`src/rtl/mem_master_initiator.sv`:
```
// mem_master_initiator
//   Initiator end of the single-channel minimal memory interface. A client
//   hands over one read/write command at a time on a valid/ready handshake;
//   the block drives the bus until the responder strobes M_DataRdy, then
//   returns the size-masked read data on a one-cycle rsp_valid pulse.
//
//   Ports:
//     clock, reset        rising-edge clock, synchronous active-low reset
//     cmd_valid/ready     command handshake (ready only while idle)
//     cmd_we/addr/wdata/size   command fields (size in bits, 0 = full lane)
//     rsp_valid           one-cycle completion pulse
//     rsp_rdata           masked, zero-extended read data (0 for writes)
//     rsp_err             transaction aborted by timeout
//     Mout_*_ram          bus request outputs (oe/we/addr/Wdata/size)
//     M_Rdata_ram         responder read data
//     M_DataRdy           responder completion strobe
//
//   Optional feature: define MEM_TIMEOUT_EN to abort a request that has
//   waited TIMEOUT cycles for M_DataRdy. Without it the request waits
//   indefinitely and rsp_err is tied low.
module mem_master_initiator #(
  parameter int ADDR_W  = 7,
  parameter int DATA_W  = 8,
  parameter int SIZE_W  = 4,
  parameter int TIMEOUT = 16
) (
  input  logic              clock,
  input  logic              reset,
  input  logic              cmd_valid,
  output logic              cmd_ready,
  input  logic              cmd_we,
  input  logic [ADDR_W-1:0] cmd_addr,
  input  logic [DATA_W-1:0] cmd_wdata,
  input  logic [SIZE_W-1:0] cmd_size,
  output logic              rsp_valid,
  output logic [DATA_W-1:0] rsp_rdata,
  output logic              rsp_err,
  output logic              Mout_oe_ram,
  output logic              Mout_we_ram,
  output logic [ADDR_W-1:0] Mout_addr_ram,
  output logic [DATA_W-1:0] Mout_Wdata_ram,
  output logic [SIZE_W-1:0] Mout_data_ram_size,
  input  logic [DATA_W-1:0] M_Rdata_ram,
  input  logic              M_DataRdy
);

  typedef enum logic [1:0] {ST_IDLE, ST_REQ, ST_RSP} state_t;

  state_t state_reg, state_next;

  logic              cmd_ready_reg, cmd_ready_next;
  logic              rsp_valid_reg, rsp_valid_next;
  logic [DATA_W-1:0] rsp_rdata_reg, rsp_rdata_next;
  logic              oe_reg, oe_next;
  logic              we_reg, we_next;
  logic [ADDR_W-1:0] addr_reg, addr_next;
  logic [DATA_W-1:0] wdata_reg, wdata_next;
  logic [SIZE_W-1:0] size_reg, size_next;
  logic [DATA_W-1:0] mask_reg, mask_next;

`ifdef MEM_TIMEOUT_EN
  // At least 8 bits wide, wider only if TIMEOUT itself needs it.
  localparam int CNT_W = ($clog2(TIMEOUT + 1) > 8) ? $clog2(TIMEOUT + 1) : 8;
  logic [CNT_W-1:0] cnt_reg, cnt_next;
  logic             rsp_err_reg, rsp_err_next;
`endif

  // Effective access size: 0 or anything wider than the lane means full lane.
  logic [SIZE_W-1:0] cmd_eff;
  logic [DATA_W-1:0] cmd_mask;

  assign cmd_eff = ((cmd_size == '0) || (int'(cmd_size) > DATA_W)) ?
                   SIZE_W'(DATA_W) : cmd_size;

  // Lane bit gi survives the mask when it lies below the effective size.
  for (genvar gi = 0; gi < DATA_W; gi++) begin : g_mask
    assign cmd_mask[gi] = (int'(cmd_eff) > gi);
  end

  always_ff @(posedge clock) begin
    if (!reset) begin
      state_reg     <= ST_IDLE;
      cmd_ready_reg <= 1'b0;
      rsp_valid_reg <= 1'b0;
      rsp_rdata_reg <= '0;
      oe_reg        <= 1'b0;
      we_reg        <= 1'b0;
      addr_reg      <= '0;
      wdata_reg     <= '0;
      size_reg      <= '0;
      mask_reg      <= '0;
`ifdef MEM_TIMEOUT_EN
      cnt_reg       <= '0;
      rsp_err_reg   <= 1'b0;
`endif
    end else begin
      state_reg     <= state_next;
      cmd_ready_reg <= cmd_ready_next;
      rsp_valid_reg <= rsp_valid_next;
      rsp_rdata_reg <= rsp_rdata_next;
      oe_reg        <= oe_next;
      we_reg        <= we_next;
      addr_reg      <= addr_next;
      wdata_reg     <= wdata_next;
      size_reg      <= size_next;
      mask_reg      <= mask_next;
`ifdef MEM_TIMEOUT_EN
      cnt_reg       <= cnt_next;
      rsp_err_reg   <= rsp_err_next;
`endif
    end
  end

  always_comb begin
    state_next     = state_reg;
    rsp_valid_next = 1'b0;
    rsp_rdata_next = rsp_rdata_reg;
    oe_next        = oe_reg;
    we_next        = we_reg;
    addr_next      = addr_reg;
    wdata_next     = wdata_reg;
    size_next      = size_reg;
    mask_next      = mask_reg;
`ifdef MEM_TIMEOUT_EN
    cnt_next       = cnt_reg;
    rsp_err_next   = 1'b0;
`endif

    unique case (state_reg)
      ST_IDLE: begin
        // cmd_ready_reg is low for the first cycle after reset release.
        if (cmd_valid && cmd_ready_reg) begin
          state_next = ST_REQ;
          oe_next    = !cmd_we;
          we_next    = cmd_we;
          addr_next  = cmd_addr;
          wdata_next = cmd_wdata & cmd_mask;
          size_next  = cmd_eff;
          mask_next  = cmd_mask;
`ifdef MEM_TIMEOUT_EN
          cnt_next   = '0;
`endif
        end
      end
      ST_REQ: begin
        if (M_DataRdy) begin
          state_next     = ST_RSP;
          rsp_valid_next = 1'b1;
          rsp_rdata_next = oe_reg ? (M_Rdata_ram & mask_reg) : '0;
          oe_next        = 1'b0;
          we_next        = 1'b0;
          addr_next      = '0;
          wdata_next     = '0;
          size_next      = '0;
        end
`ifdef MEM_TIMEOUT_EN
        // This is the TIMEOUT-th request cycle without a response.
        else if (cnt_reg == CNT_W'(TIMEOUT - 1)) begin
          state_next     = ST_RSP;
          rsp_valid_next = 1'b1;
          rsp_err_next   = 1'b1;
          rsp_rdata_next = '0;
          oe_next        = 1'b0;
          we_next        = 1'b0;
          addr_next      = '0;
          wdata_next     = '0;
          size_next      = '0;
        end else begin
          cnt_next = cnt_reg + 1'b1;
        end
`endif
      end
      ST_RSP: begin
        // The response cycle doubles as the mandatory idle bus cycle.
        state_next = ST_IDLE;
      end
      default: state_next = ST_IDLE;
    endcase

    cmd_ready_next = (state_next == ST_IDLE);
  end

  assign cmd_ready          = cmd_ready_reg;
  assign rsp_valid          = rsp_valid_reg;
  assign rsp_rdata          = rsp_rdata_reg;
  assign Mout_oe_ram        = oe_reg;
  assign Mout_we_ram        = we_reg;
  assign Mout_addr_ram      = addr_reg;
  assign Mout_Wdata_ram     = wdata_reg;
  assign Mout_data_ram_size = size_reg;
`ifdef MEM_TIMEOUT_EN
  assign rsp_err            = rsp_err_reg;
`else
  assign rsp_err            = 1'b0;
`endif

endmodule
```
`config.mk`:
```
export PLATFORM = sky130hd
export DESIGN_NAME = mem_master_initiator
export DESIGN_NICKNAME = d
export VERILOG_FILES = /design/src/rtl/mem_master_initiator.sv
export SDC_FILE = /design/constraint.sdc
export NUM_CORES = 1
export LEC_CHECK = 0
export BUFFER_PORTS_ARGS = -buffer_cell sky130_fd_sc_hd__buf_2
export CAP_MARGIN = 40
export CORE_ASPECT_RATIO = 0.5
export CORE_MARGIN = 2
export CORE_UTILIZATION = 23
export CTS_CLUSTER_SIZE = 40
export DETAILED_ROUTE_END_ITERATION = 7
export PLACE_DENSITY_LB_ADDON = 0.15
export SKIP_CTS_REPAIR_TIMING = 1
export SYNTH_ARGS = -nofsm -noshare
export SYNTH_HDL_FRONTEND = slang
export SYNTH_SLANG_ARGS = --single-unit
```
`constraint.sdc`:
```
create_clock -name clock -period 2.63 [get_ports clock]
set_input_delay 0.526 -clock clock [delete_from_list [all_inputs] [get_ports clock]]
set_output_delay 0.526 -clock clock [all_outputs]
set_load 0.01 [all_outputs]
```
* Word-level counts from Yosys, hierarchy flattened *
Index checks and enable logic that the tools add are counted.

word-level totals
  output and inout port bits = 32
  input bits = 32
  bits in registers = 41

operators by class
  order comparisons = 9
  equality and inequality tests = 3
  bitwise operators = 2
  mux-type cells = 20
  reductions and logical operators = 11

operators by type and width
  cell                                                                             count
  8-bit 2-to-1 mux                                                                 3
  8-bit AND                                                                        2
  4-bit by 3-bit greater-than comparator with 1-bit output, second input constant  4
  8-bit case mux with 2 select lines                                               1
  7-bit 2-to-1 mux                                                                 2
  7-bit case mux with 2 select lines                                               1
  4-bit 2-to-1 mux                                                                 3
  4-bit by 1-bit greater-than comparator with 1-bit output, second input constant  2
  4-bit by 2-bit greater-than comparator with 1-bit output, second input constant  2
  4-bit case mux with 2 select lines                                               1
  2-bit AND reduction                                                              3
  4-bit greater-than comparator, second input constant                             1
  2-bit logical NOT                                                                2
  4-bit logical NOT                                                                1
  1-bit 2-to-1 mux                                                                 4
  2-bit 2-to-1 mux                                                                 2
  2-bit != test, second input constant                                             2
  1-bit case mux with 2 select lines                                               2
  2-bit case mux with 2 select lines                                               1
  3-bit AND reduction                                                              1
  2-bit by 1-bit equality test with 1-bit output, second input constant            1
  2-bit nonzero test                                                               1
  1-bit logical AND                                                                1
  1-bit logical NOT                                                                1
  1-bit logical OR                                                                 1

* Longest topological paths before layout *
  depth in word-level cells = 7
  gate-level depth with buffers = 5
  depth with buffers taken out = 3

* Worst setup path before layout *
Ideal clock, no wire load.

  path type = input-to-reg
  from = input cmd_size[1]
  to = register mask_reg[7]
  setup time = 79 ps
  stages = 4
  setup slack = 1,183 ps
  data arrival time = 1,368 ps
  cells stage by stage = buf_6 or3_4 and2_4 a211oi_2

between the ends
  cells in the longest elaborated chain, start to end = 4
  elaborated cells on any way between the ends = 5
  classes of those cells = 2 x order compare; 1 x mux; 2 x reduce/logical

RTL lines
  element                                                                    RTL line  RTL
  start, declared                                                            34        input logic [SIZE_W-1:0] cmd_size,
  4-bit greater-than comparator / 4-bit logical NOT (equally long branches)  72        assign cmd_eff = ((cmd_size == '0) || (int'(cmd_size) > DATA_W)) ?
  1-bit logical OR                                                           72
  4-bit 2-to-1 mux *                                                         72
  4-bit by 3-bit greater-than comparator with 1-bit output *                 77        assign cmd_mask[gi] = (int'(cmd_eff) > gi);
  end signal, assigned                                                       106       mask_reg <= mask_next;
  end, declared                                                              59        logic [DATA_W-1:0] mask_reg, mask_next;

Mark *: on every way between the ends. The rest lies on a longest branch, timed or not.
A chain may end at the register's enable or synchronous reset.

* Worst setup path after layout *
  from = register state_reg[1]
  to = register wdata_reg[3], in the netlist Mout_Wdata_ram[3]

between the ends
  cells in the longest elaborated chain, start to end = 3
  elaborated cells on any way between the ends = 7
  classes of those cells = 3 x eq/ne; 1 x mux; 3 x reduce/logical

RTL lines
  element                                                                                     RTL line  RTL
  start, declared                                                                             49        state_t state_reg, state_next;
  start signal, assigned                                                                      97        state_reg <= state_next;
  2-bit by 1-bit equality test with 1-bit output / 2-bit logical NOT (equally long branches)  129       unique case (state_reg)
  2-bit != test (no source line) / 2-bit nonzero test (equally long branches)                 n/a
  3-bit AND reduction (no source line)                                                        n/a
  end signal, assigned                                                                        104       wdata_reg <= wdata_next;
  end, declared                                                                               57        logic [DATA_W-1:0] wdata_reg, wdata_next;

Parallel ways exist; a longest one is shown, timed or not.

==> out/metrics.cfg <==
[clock_tree]
htreeDepth=2
cts_buffers=5
cts_num_sinks=41
clk_pin_slew_ns=0.06
cts_tree=built
clk_latency_ns=0.28
ctsRootBufferMaster=clkbuf_16
cts_buffer_depth=2

[routing]
post_drt_wl_per_cell_um=13.2
drt_iter0_markers=85
avgViaCountPerCell=4.40
antenna_left=0
drc=0
dr.pass1.iters=4
wl_um=3890
vias=1298

[grt]
antenna_found_initial=0
grt_pass1_vias=1241
grt_util_all_layers_pct=11.0
grt_start_max_net_pins=23
overflow=0
grt_pass1_wl_um=6220

[layout]
fin_area_mm2=0.00201
n_antenna_cell=0
drive_gt1_share_pct=36.7
area_growth_pct=31.3
ff_latch_area_um2=821
nets=238
fill_cells=691
multiInputGateArea_um2=604

[sta]
finClkSkew_ns=0.00458
relSlewSlack_pct=51.0
tightest_slew_ns=0.735
period_needed_ns=1.81
fin_tns_setup_ns=0
setup_violations=0
fmax_mhz=551
hold_violations=0
slew_viol_final=0
fin_crit_sh_pct=69.0
hold_slack_ns=0.451
grt_setup_unrepaired=no

[floorplanning]
core-area_mm2=0.00626
die_h_um=61.7
initial_utilization_pct=24.4
rows=20
die_w_um=119
io_pins=64
dieArea_mm2=0.00736

[setup_path]
cp-start-kind=flip-flop
critPathMaxFanout=22
worstSetupPathType=flip-flop to flip-flop
worstPathRequired_ns=2.85
crit_path_end_kind=flip-flop
reg2regPathDepth=3
ff2ff_setup_slack_ns=0.82
cp_data_arrival_time_ns=2.03
reg2reg_to=Mout_Wdata_ram[3]$_SDFFE_PN0P_
regToRegStartpoint=state_reg[1]$_SDFF_PN0_

[yosys]
ys_types=35
synth.most_common_cell=dfxtp_1
ys_ff_latch=41
synthTopCellsByArea=dfxtp_1 54%, a22o_1 6.3%, a32o_1 5.2%, nand4_1 3.3%, a21oi_1 2.9%
synth_cells=149
ys.flop_type=dfxtp_1
synth_nets=181
ys_seq_area_share_pct=53.7
synth_top_area_cell=dfxtp_1
synthTopCellsByCount=41 x dfxtp_1, 12 x nand2_1, 11 x a22o_1
synth_enable_flop_cells=0
async_reset_ff_share_pct=0
synth_area_mm2=0.00153
syn_avg_cell_area_um2=10.3
yosysWarnings=0
yosysTopAreaCellShare_pct=53.7

[place]
place_area_mm2=0.00186
hpwl_um=2730
place_congestion=0.685
portBuffers=62

[hold_path]
hold_class=flip-flop to flip-flop
whs_path_depth=2
min_from=rsp_rdata[2]$_SDFFE_PN0P_
worstHoldEndpoint=rsp_rdata[2]$_SDFFE_PN0P_

[job]
maxCapViolCount=0

[power_and_ir_drop]
power_leakage_nw=0.904
powerDensity_mw_per_mm2=689
ir_worst_vdd_v=0.000245
total_power_mw=1.38

[outcome]
outcome=finished clean

metal layers:
| layer | routed length (um) | vias to the layer above | track usage [%] |
|---|---|---|---|
| met5 | 0 | - | 0 |
| li1 | - | 659 | - |
| met4 | 27 | 0 | 3.53 |
| met1 | 1950 | 603 | 15.0 |
| met3 | 216 | 2 | 3.61 |
| met2 | 1700 | 34 | 16.8 |
cell families after synthesis:
logic type	count (synthesis)	synth area share [%]
buffers and inverters	16	6.79
and+or+nand+nor	48	17.7
other	1	0.245
DFF	41	53.7
xor gates and xnor gates	1	0.573
AOI/OAI and AO/OA	42	21.0
metrics by stage:
stage / setup slack (ns) / util, % / cells
floorplan: 1.18 / - / 149
global route: 0.665 / 32.1 / 295
detailed placement: 0.610 / 29.8 / 287
global placement: 0.637 / 29.8 / 287
finish: 0.815 / 32.1 / 295
CTS: 0.795 / 32.1 / 295
power breakdown:
group / internal, mW / switching, mW
combinational: 0.0582 / 0.0758
sequential: 0.650 / 0.0162
clock: 0.347 / 0.235
cells in the final DEF (no fill, tap or decap), types with 2 or more instances in the layout:
| master | instances |
|---|---|
| a21oi_1 | 9 |
| a22o_1 | 11 |
| a31oi_1 | 2 |
| a32o_1 | 8 |
| and3_1 | 2 |
| buf_2 | 62 |
| clkbuf_16 | 5 |
| clkinv_2 | 2 |
| dfxtp_1 | 41 |
| inv_1 | 3 |
| nand2_1 | 12 |
| nand3_1 | 4 |
| nand3b_1 | 2 |
| nand4_1 | 8 |
| nor2_1 | 10 |
| o21a_1 | 2 |
| o21ai_0 | 5 |
worst max-delay path: stages, from the launching register on:
cell and delay (ns):
dfxtp_1 0.32, and4bb_4 0.51, and2_1 0.65, a32o_1 0.27
area by class of cell:
| class | count | area share [%] |
|---|---|---|
| sequential | 41 | 40.9 |
| multi-input combinational | 92 | 30.1 |
| timing repair buffer | 63 | 15.8 |
| clock buffer | 5 | 6.23 |
| tap | 88 | 5.49 |
| clock inverter | 3 | 0.873 |
| inverter | 3 | 0.561 |
worst max-delay path by stage:
stage	slack, ns	end	depth (start not counted)	from
2_1_floorplan	1.18	mask_reg[7]$_SDFFE_PN0P_	4	cmd_size[1]
3_3_place_gp	0.64	Mout_Wdata_ram[1]$_SDFFE_PN0P_	4	cmd_valid
3_5_place_dp	0.61	Mout_Wdata_ram[2]$_SDFFE_PN0P_	4	cmd_valid
4_1_cts	0.80	Mout_Wdata_ram[1]$_SDFFE_PN0P_	3	state_reg[1]$_SDFF_PN0_
5_1_grt	0.66	Mout_Wdata_ram[3]$_SDFFE_PN0P_	3	state_reg[1]$_SDFF_PN0_
6_report	0.82	Mout_Wdata_ram[3]$_SDFFE_PN0P_	3	state_reg[1]$_SDFF_PN0_
(Power assumes the default switching activity.)
